### src/rtl/rc4_keysched.sv
// rc4_keysched: RC4 state-array sequencer (S[i]=i fill, then key-schedule swaps) on one external
// single-port S RAM with one-cycle read latency. Define RC4_PRGA_EN to add the keystream phase.
module rc4_keysched #(
    parameter int unsigned DATA_W    = 8,
    parameter int unsigned KEY_BYTES = 3,
    parameter int unsigned KS_LEN    = 16
) (
    input  logic                   clk,
    input  logic                   rst_n,
    input  logic                   en,
    output logic                   rdy,
    input  logic [8*KEY_BYTES-1:0] key,
    output logic [DATA_W-1:0]      addr,
    input  logic [DATA_W-1:0]      rddata,
    output logic [DATA_W-1:0]      wrdata,
    output logic                   wren,
    output logic [DATA_W-1:0]      ks_data,
    output logic                   ks_valid,
    input  logic                   ks_ready
);
    localparam int unsigned KEY_W  = 8 * KEY_BYTES;
    localparam int unsigned KIDX_W = (KEY_BYTES > 1) ? $clog2(KEY_BYTES) : 1;
    localparam logic [DATA_W-1:0] LAST_IDX  = '1;
    localparam logic [KIDX_W-1:0] LAST_KIDX = KIDX_W'(KEY_BYTES - 1);

    typedef enum logic [4:0] {
        S_IDLE, S_INIT, S_RDI, S_CAPI, S_RDJ, S_CAPJ, S_WRJ, S_WRI,
`ifdef RC4_PRGA_EN
        S_P_RDI, S_P_CAPI, S_P_RDJ, S_P_CAPJ, S_P_WRI, S_P_WRJ, S_P_RDK, S_P_CAPK, S_P_OUT,
`endif
        S_DONE
    } state_t;

    state_t             r_state, w_state_nx;
    logic [DATA_W-1:0]  r_i, w_i_nx, r_j, w_j_nx;
    logic [DATA_W-1:0]  r_si, w_si_nx, r_sj, w_sj_nx;
    logic [KIDX_W-1:0]  r_kidx, w_kidx_nx;
    logic [KEY_W-1:0]   r_key, w_key_nx;
    logic               r_rdy, w_rdy_nx;
    logic               r_wren, w_wren_nx;
    logic [DATA_W-1:0]  r_addr, w_addr_nx, r_wrdata, w_wrdata_nx;
    logic [7:0]         w_keybyte;
    logic [DATA_W-1:0]  w_i_inc, w_j_ksa;
    logic [KIDX_W-1:0]  w_kidx_inc;

`ifdef RC4_PRGA_EN
    localparam int unsigned CNT_W = (KS_LEN > 1) ? $clog2(KS_LEN) : 1;
    localparam logic [CNT_W-1:0] LAST_CNT = CNT_W'(KS_LEN - 1);
    logic [CNT_W-1:0]   r_cnt, w_cnt_nx;
    logic [DATA_W-1:0]  r_ks_data, w_ks_data_nx;
    logic               r_ks_valid, w_ks_valid_nx;
    logic [DATA_W-1:0]  w_j_prga;
`endif

    // Key byte 0 sits in the MSBs of the latched key.
    always_comb begin
        w_keybyte = r_key[KEY_W-1 -: 8];
        for (int k = 0; k < KEY_BYTES; k++) begin
            if (r_kidx == KIDX_W'(k)) w_keybyte = r_key[KEY_W-1-8*k -: 8];
        end
    end

    assign w_i_inc    = r_i + DATA_W'(1);
    assign w_j_ksa    = r_j + rddata + DATA_W'(w_keybyte);
    assign w_kidx_inc = (r_kidx == LAST_KIDX) ? '0 : r_kidx + KIDX_W'(1);
`ifdef RC4_PRGA_EN
    assign w_j_prga   = r_j + rddata;
`endif

    // Next-state and next-output logic; outputs are registered for the state being entered.
    always_comb begin
        w_state_nx  = r_state;
        w_i_nx      = r_i;
        w_j_nx      = r_j;
        w_si_nx     = r_si;
        w_sj_nx     = r_sj;
        w_kidx_nx   = r_kidx;
        w_key_nx    = r_key;
        w_rdy_nx    = 1'b0;
        w_wren_nx   = 1'b0;
        w_addr_nx   = r_addr;
        w_wrdata_nx = r_wrdata;
`ifdef RC4_PRGA_EN
        w_cnt_nx      = r_cnt;
        w_ks_data_nx  = r_ks_data;
        w_ks_valid_nx = r_ks_valid;
`endif
        unique case (r_state)
            S_IDLE, S_DONE: begin
                w_rdy_nx = 1'b1;
                if (r_rdy && en) begin
                    w_state_nx  = S_INIT;
                    w_rdy_nx    = 1'b0;
                    w_key_nx    = key;
                    w_i_nx      = '0;
                    w_j_nx      = '0;
                    w_kidx_nx   = '0;
                    w_wren_nx   = 1'b1;
                    w_addr_nx   = '0;
                    w_wrdata_nx = '0;
                end else begin
                    w_state_nx = S_IDLE;
                end
            end
            S_INIT: begin
                if (r_i == LAST_IDX) begin
                    w_state_nx = S_RDI;
                    w_i_nx     = '0;
                    w_addr_nx  = '0;
                end else begin
                    w_i_nx      = w_i_inc;
                    w_wren_nx   = 1'b1;
                    w_addr_nx   = w_i_inc;
                    w_wrdata_nx = w_i_inc;
                end
            end
            S_RDI: w_state_nx = S_CAPI;
            S_CAPI: begin
                w_si_nx    = rddata;
                w_j_nx     = w_j_ksa;
                w_addr_nx  = w_j_ksa;
                w_state_nx = S_RDJ;
            end
            S_RDJ: w_state_nx = S_CAPJ;
            S_CAPJ: begin
                w_sj_nx     = rddata;
                w_wren_nx   = 1'b1;
                w_addr_nx   = r_j;
                w_wrdata_nx = r_si;
                w_state_nx  = S_WRJ;
            end
            S_WRJ: begin
                w_wren_nx   = 1'b1;
                w_addr_nx   = r_i;
                w_wrdata_nx = r_sj;
                w_state_nx  = S_WRI;
            end
            S_WRI: begin
                w_kidx_nx = w_kidx_inc;
                if (r_i == LAST_IDX) begin
`ifdef RC4_PRGA_EN
                    w_state_nx = S_P_RDI;
                    w_i_nx     = DATA_W'(1);
                    w_j_nx     = '0;
                    w_addr_nx  = DATA_W'(1);
                    w_cnt_nx   = '0;
`else
                    w_state_nx = S_DONE;
                    w_rdy_nx   = 1'b1;
`endif
                end else begin
                    w_i_nx     = w_i_inc;
                    w_addr_nx  = w_i_inc;
                    w_state_nx = S_RDI;
                end
            end
`ifdef RC4_PRGA_EN
            S_P_RDI: w_state_nx = S_P_CAPI;
            S_P_CAPI: begin
                w_si_nx    = rddata;
                w_j_nx     = w_j_prga;
                w_addr_nx  = w_j_prga;
                w_state_nx = S_P_RDJ;
            end
            S_P_RDJ: w_state_nx = S_P_CAPJ;
            S_P_CAPJ: begin
                w_sj_nx     = rddata;
                w_wren_nx   = 1'b1;
                w_addr_nx   = r_i;
                w_wrdata_nx = rddata;
                w_state_nx  = S_P_WRI;
            end
            S_P_WRI: begin
                w_wren_nx   = 1'b1;
                w_addr_nx   = r_j;
                w_wrdata_nx = r_si;
                w_state_nx  = S_P_WRJ;
            end
            S_P_WRJ: begin
                w_addr_nx  = r_si + r_sj;
                w_state_nx = S_P_RDK;
            end
            S_P_RDK: w_state_nx = S_P_CAPK;
            S_P_CAPK: begin
                w_ks_data_nx  = rddata;
                w_ks_valid_nx = 1'b1;
                w_state_nx    = S_P_OUT;
            end
            // Holds the byte with no memory traffic until the sink takes it.
            S_P_OUT: begin
                if (ks_ready) begin
                    w_ks_valid_nx = 1'b0;
                    if (r_cnt == LAST_CNT) begin
                        w_state_nx = S_DONE;
                        w_rdy_nx   = 1'b1;
                    end else begin
                        w_cnt_nx   = r_cnt + CNT_W'(1);
                        w_i_nx     = w_i_inc;
                        w_addr_nx  = w_i_inc;
                        w_state_nx = S_P_RDI;
                    end
                end
            end
`endif
            default: w_state_nx = S_IDLE;
        endcase
    end

    always_ff @(posedge clk) begin
        if (!rst_n) begin
            r_state  <= S_IDLE;
            r_i      <= '0;
            r_j      <= '0;
            r_si     <= '0;
            r_sj     <= '0;
            r_kidx   <= '0;
            r_key    <= '0;
            r_rdy    <= 1'b0;
            r_wren   <= 1'b0;
            r_addr   <= '0;
            r_wrdata <= '0;
`ifdef RC4_PRGA_EN
            r_cnt      <= '0;
            r_ks_data  <= '0;
            r_ks_valid <= 1'b0;
`endif
        end else begin
            r_state  <= w_state_nx;
            r_i      <= w_i_nx;
            r_j      <= w_j_nx;
            r_si     <= w_si_nx;
            r_sj     <= w_sj_nx;
            r_kidx   <= w_kidx_nx;
            r_key    <= w_key_nx;
            r_rdy    <= w_rdy_nx;
            r_wren   <= w_wren_nx;
            r_addr   <= w_addr_nx;
            r_wrdata <= w_wrdata_nx;
`ifdef RC4_PRGA_EN
            r_cnt      <= w_cnt_nx;
            r_ks_data  <= w_ks_data_nx;
            r_ks_valid <= w_ks_valid_nx;
`endif
        end
    end

    assign rdy    = r_rdy;
    assign wren   = r_wren;
    assign addr   = r_addr;
    assign wrdata = r_wrdata;
`ifdef RC4_PRGA_EN
    assign ks_data  = r_ks_data;
    assign ks_valid = r_ks_valid;
`else
    logic w_unused;
    assign w_unused = ks_ready;
    assign ks_data  = '0;
    assign ks_valid = 1'b0;
`endif

endmodule

### config.mk
export PLATFORM = sky130hd
export DESIGN_NAME = rc4_keysched
export DESIGN_NICKNAME = d
export VERILOG_FILES = /design/src/rtl/rc4_keysched.sv
export SDC_FILE = /design/constraint.sdc
export NUM_CORES = 1
export LEC_CHECK = 0
export ABC_CLOCK_PERIOD_IN_PS = 3700
export CORE_MARGIN = 4
export CORE_UTILIZATION = 54
export CTS_CLUSTER_SIZE = 12
export DETAILED_ROUTE_END_ITERATION = 6
export PLACE_DENSITY = 0.8
export SETUP_SLACK_MARGIN = 0.05
export SLEW_MARGIN = 20
export SYNTH_ARGS = -nofsm -noshare
export SYNTH_HDL_FRONTEND = slang
export SYNTH_SLANG_ARGS = --single-unit
### constraint.sdc
create_clock -name clk -period 3.7 [get_ports clk]
set_input_delay 0.74 -clock clk [delete_from_list [all_inputs] [get_ports clk]]
set_output_delay 0.74 -clock clk [all_outputs]
set_load 0.01 [all_outputs]
==> results by group, run 1 <==
Synth
  – Yosys top cell by area: dfxtp_1
  – Post-Syn Area per Cell: 8.19 um2
  – Synth Flop Type: dfxtp_1
  – Synth top area cells: dfxtp_1, nand2_1, a21oi_1, nor2_1, fa_1
  – Cells after Synth: 501
  – #FFs+latches synth: 80
  – Ys Warns: 0
  – Number of synthesized flops with an enable pin: 0
  – Commonest cells in the netlist: nand2_1, dfxtp_1, a21oi_1
  – Most numerous cell in the Yosys netlist: nand2_1
  – Synth top area share: 39.0%
  – Fraction of registers with async set or reset after synthesis: 0%
  – Distinct cell type count after synthesis: 61
  – Cell Area, Synth: 0.00410 mm2
  – Post-synthesis sequential area ratio: 39.0%

Timing
  – Hold_ws: 456 ps
  – Slew headroom: a little over two fifths
  – Min Tclk post-route: 3350 ps
  – Final TNS setup: 0 ps
  – Worst-margin pin slew: 860 ps
  – Setup Viol. Count Final: 0
  – Peak Freq: 0.299 GHz
  – Final Max Tran Viols: 0
  – RSZ-0062 raised after global routing: no
  – Final hold viol count: 0
  – Period utilization: between 90% and 100%
  – Skew final: 11.7 ps

GRT
  – Met1 global-route usage: 31.5%
  – GRT busiest layer: met2
  – First-pass GRT wire length: 17000 um
  – Initial antenna violation count: 0
  – Pin count of the biggest net entering global routing: 40
  – Met3 usage: 5.92%
  – Vias in the first global route: ~3600
  – Routing usage on met2: 39.8%
  – Gr usage total: 24.5%
  – Total congestion overflow: 0

Power and ir drop
  – Leak: between 1.5 and 2 nW
  – Pwr Density: 370 mW/mm2
  – IR drop worst, VDD: 0.195 mV

Clock tree
  – Post-CTS Hold Buffers: 0
  – Post-cts sizing count: 0
  – CTS tree: done
  – Clock Pin Slew Worst Setup and Hold Paths: 80 ps
  – Bufs on Longest Clock Path: 2
  – Total CTS buffers: 9
  – CTS Root Cell: clkbuf_8
  – H-tree Lvls: 3
  – Skew-Pair Late Insertion Delay: ~360 ps
  – CTS Sinks: 80
  – Postcts setup bufs: 0

Setup path
  – Flop2flop setup slack: 350 ps
  – Crit path DAT: 3580 ps
  – Crit path launch type: flop
  – Worst setup EP type: flop
  – Worst Path Required: 3930 ps
  – Worst Path Class, Setup: flop to flop
  – Critical path peak fanout: 7

Detailed routing
  – Routed wire per std cell: between 15 and 20 um
  – Post-DRT Antenna Nets: 0
  – # DRC: 0
  – DR vias/cell: 5.79
  – DR iter-0 viols: 480
  – Vias: between 3000 and 4000
  – First-pass DRT Iterations: 5
  – Final wirelength: 10500 um

Cells and area
  – Layout cell share with drive strength beyond 1: under 10%
  – Layout area overhead: 17.7%
  – Diode count: 0
  – Final nets: just under 600
  – FILL cells: 634
  – Final core utilization: 65.9%

Floorplanning
  – I/O pin count: 63
  – Die span in y: 95.2 um
  – Core footprint: 0.00733 mm2
  – Starting Density: 56.0%
  – Row cnt: 31
  – Die area: about 0.009 mm2
  – Die width: roughly 95 um

Placed design
  – DP HPWL: about 7600 um
  – IO buf count: 52
  – Final Wtd Congestion: 0.913

Outcome
  – Outcome: completed

Job
  – Max-Cap Viols: 0

Hold path
  – Hold Crit Class: flop to flop
==> where the power goes <==
group          switching, mW  internal (mW)  leakage (nW)
clock                  0.334          0.353         0.106
combinational          0.121         0.0888         0.934
sequential            0.0133          0.878         0.647
total                  0.468           1.32          1.69
==> final timing paths <==
path              to  cells after the start      start
max          addr[5]                     14  r_kidx[1]
min          addr[3]                      1    addr[3]
max reg2reg  addr[5]                     14  r_kidx[1]
min reg2reg  addr[3]                      1    addr[3]
==> final cells by class <==
class | instances | area [um2] | share of cell area (%)
repair buffers | 59 | 573 | 11.9
well taps | 99 | 124 | 2.56
clock buffers | 11 | 151 | 3.13
flip-flops and latches | 80 | 1600 | 33.2
multi-input cells | 378 | 2290 | 47.3
inverters | 8 | 30.0 | 0.622
clock inverters | 5 | 63.8 | 1.32
==> layer usage <==
metal / share of wire (%) / vias to the layer above
met5: 0 / -
met4: 2.0 / 0
li1: - / 1795
met2: 49 / 117
met1: 43 / 1772
met3: 6.5 / 19
==> metrics by stage <==
stage / setup WS, ps / power, mW / std cells / cell area [um2]
after floorplan: 649 / 1.04 / 509 / 4130
after global placement: 228 / 1.11 / 624 / 4610
after detailed placement: 115 / 1.12 / 624 / 4610
after CTS: 395 / 1.79 / 640 / 4830
after global routing: 233 / 1.86 / 640 / 4830
final: 353 / 1.79 / 640 / 4830
==> sequential cells by signal (all words and copies together), names as in the netlist <==
register	cells
r_state	4
addr	8
r_key	24
r_j	8
wrdata	8
wren	1
r_kidx	2
r_si	8
r_i	8
rdy	1
r_sj	8
==> critical path: stages, from the launching register on <==
cell and delay (ps):
dfxtp_1 440, nand2b_1 150, nand2_1 170, nor2_1 160, nor2_1 100, fa_1 520
ha_1 210, inv_1 70, fa_1 400, nor2b_1 130, o21ai_0 130, nor2b_1 170
xnor2_1 170, a211oi_1 290, o21ai_0 100
==> kinds of logic (layout without fill, tap and decap cells) <==
| logic type | count (synthesis) | in the layout | synth area share, % |
|---|---|---|---|
| AOI/OAI and AO/OA | 135 | 135 | 21.1 |
| DFF | 80 | 80 | 39.0 |
| adders and majority gates | 15 | 15 | 6.04 |
| muxes | 12 | 12 | 2.96 |
| and+or+nand+nor | 191 | 191 | 21.1 |
| other | 1 | 9 | 0.0914 |
| xor gates and xnor gates | 16 | 16 | 3.42 |
| buffers and inverters | 51 | 83 | 6.28 |
==> placed cells by master, fill, tap and decap left out, drive strengths merged, types with 8 or more instances in the layout <==
cell type / n
a21oi: 58
a22oi: 10
xnor2: 10
conb: 9
fa: 8
o21ai: 17
nand2b: 8
nor2: 51
dfxtp: 80
inv: 9
nand2: 90
mux2i: 11
o22ai: 11
clkdlybuf4s50: 52
nand3: 14
clkbuf: 11
(Power assumes the default switching activity.)
==> run 2: changes to the inputs <==
CORE_UTILIZATION = 31   (was 54)
PLACE_DENSITY = default   (was 0.8)
==> results by group, run 2 (same netlist as run 1, synthesis figures left out) <==
Timing
  – Skew final: 6.09 ps (-5.57 ps)
  – Setup Viol. Count Final: 0 (unchanged)
  – Min Tclk post-route: 3340 ps (-7.52 ps)
  – Peak Freq: 0.299 GHz (+0.23%)
  – Worst-margin pin slew: 850 ps (-9.56 ps)
  – Final hold viol count: 0 (unchanged)
  – RSZ-0062 raised after global routing: no
  – Slew headroom: 43.1% (+0.64 points)
  – Final TNS setup: 0 ps (unchanged)
  – Final Max Tran Viols: 0 (unchanged)
  – Period utilization: 90.3% (-0.20 points)

Cells and area
  – Final core utilization: 39.2% (-27 points)
  – Most common cell after layout, fill and taps aside: nand2_1
  – Final nets: 591 (+0.68%)
  – Layout area overhead: 22.1%
  – Most frequent cells in the layout: nand2_1, dfxtp_1, a21oi_1
  – Final instance area: 0.00501 mm2 (+3.7%)
  – Combined area of the multi-input logic cells: 0.00229 mm2 (unchanged)
  – Layout cell share with drive strength beyond 1: 7.54% (+0.33 points)
  – Sequential standard cell area: 0.00160 mm2 (unchanged)
  – Diode count: 0 (unchanged)
  – Most flops, register: r_key
  – FILL cells: 1298 (+100%)
  – Number of flip-flops in the largest register: 24 (unchanged)

Setup path
  – Worst path buffer plus inverter count: 1 (unchanged)
  – CP max stage cell: fa_1
  – Critical path's top delay family: adder cells
  – Crit path DAT: 3550 ps (-30 ps)
  – Critical path, cell by cell: nand2b_1 -> nand2_1 -> nor2_1 -> nor2_1 -> fa_1 -> ha_1 -> inv_1 -> fa_1 -> nor2b_1 -> o21ai_0 -> nor2b_1 -> xnor2_1 -> a211oi_1 -> o21ai_0
  – Crit path largest cell delay: 480 ps (-40 ps)
  – Worst Path Required: 3910 ps (-20 ps)
  – FF-to-FF Start: r_kidx[1]
  – Critical path peak fanout: 6 (-1)
  – Crit path launch type: flop
  – Worst setup EP type: flop
  – Critical Path Source: r_kidx[1]
  – Worst Path Class, Setup: flop to flop

GRT
  – Initial antenna violation count: 0 (unchanged)
  – Gr usage total: 14.7% (-9.8 points)
  – Vias in the first global route: 3520 (-1.9%)
  – First-pass GRT wire length: 17500 um (+2.6%)
  – Pin count of the biggest net entering global routing: 38 (-5.0%)
  – Total congestion overflow: 0 (unchanged)

Detailed routing
  – Vias: 3614 (-2.4%)
  – # DRC: 0 (unchanged)
  – DR vias/cell: 5.05 (-13%)
  – First-pass DRT Iterations: 5 (unchanged)
  – Routed wire per std cell: 15.2 um (-7.3%)
  – DR iter-0 viols: 251 (-48%)
  – Post-DRT Antenna Nets: 0 (unchanged)
  – Final wirelength: 10900 um (+3.7%)

Job
  – Max-Cap Viols: 0 (unchanged)

Floorplanning
  – Starting Density: 32.1% (-24 points)
  – Die span in y: 123 um (+29%)
  – Row cnt: 41 (+32%)
  – Die width: 123 um (+29%)
  – I/O pin count: 63 (unchanged)
  – Die area: 0.0151 mm2 (+67%)
  – Core footprint: 0.0128 mm2 (+74%)

Clock tree
  – H-tree Lvls: 3 (unchanged)
  – CTS tree: done
  – Bufs on Longest Clock Path: 2 (unchanged)
  – CTS Sinks: 80 (unchanged)
  – Clock Pin Slew Worst Setup and Hold Paths: 60 ps (-20 ps)
  – Skew-Pair Late Insertion Delay: 330 ps (-30 ps)
  – Postcts setup bufs: 0 (unchanged)
  – Total CTS buffers: 9 (unchanged)
  – Post-cts sizing count: 0 (unchanged)
  – CTS Root Cell: clkbuf_16
  – Post-CTS Hold Buffers: 0 (unchanged)

Hold path
  – Hold_sp: addr[7]
  – Hold Crit Class: flop to flop

Outcome
  – Outcome: completed

Power and ir drop
  – Power after layout: 1.92 mW (+7.5%)
  – Pwr Density: 384 mW/mm2 (+3.7%)
  – IR drop worst, VDD: 0.255 mV (+31%)
  – Leak: 1.74 nW (+2.9%)

Placed design
  – Final Wtd Congestion: 0.893 (-2.3%)
  – DP HPWL: 8070 um (+6.7%)
  – Dpl cell area: 0.00474 mm2 (+2.6%)
  – IO buf count: 52 (unchanged)
## run 2: power by group
part / internal (mW) / switching [mW] / leakage (nW)
sequential: 0.879 / 0.0131 / 0.647
clock: 0.485 / 0.334 / 0.134
combinational: 0.0896 / 0.122 / 0.955
total: 1.45 / 0.469 / 1.74
## run 2: worst register-to-register path, stage by stage (launching register included)
cell      delay (ps)
dfxtp_1          430
nand2b_1         300
nand2_1          130
nor2_1           110
nor2_1            70
fa_1             490
ha_1             210
inv_1             70
fa_1             400
nor2b_1          140
o21ai_0          130
nor2b_1          170
xnor2_1          140
a211oi_1         330
o21ai_0          110
## run 2: layout make-up
type                            count  share of cell area (%)
Sequential cell                    80                    32.0
Clock inverter                      3                   0.350
Timing Repair Buffer               63                    12.0
Clock buffer                       12                    5.12
Tap cell                          172                    4.30
Inverter                            8                   0.599
Multi-Input combinational cell    378                    45.6
## run 2: final timing paths
check                           endpoint  slack, ps  depth (start not counted)
worst min register to register   addr[7]        450                          2
worst max-delay path             addr[5]        360                         14
worst max register to register   addr[5]        360                         14
worst min-delay path             addr[7]        450                          2
## run 2: metal layers
layer	vias up	GRT usage, %	share of wire (%)
met3	15	3.61	5.9
li1	1797	-	-
met1	1689	20.1	47
met5	-	0	0
met2	113	22.7	46
met4	0	4.98	1.5
## run 2: per-stage QoR
stage	hold slack, ps	setup slack [ps]	instances
2_1_floorplan	433	649	509
3_3_place_gp	441	183	701
3_5_place_dp	444	128	701
4_1_cts	456	374	716
5_1_grt	478	117	716
6_report	452	361	716
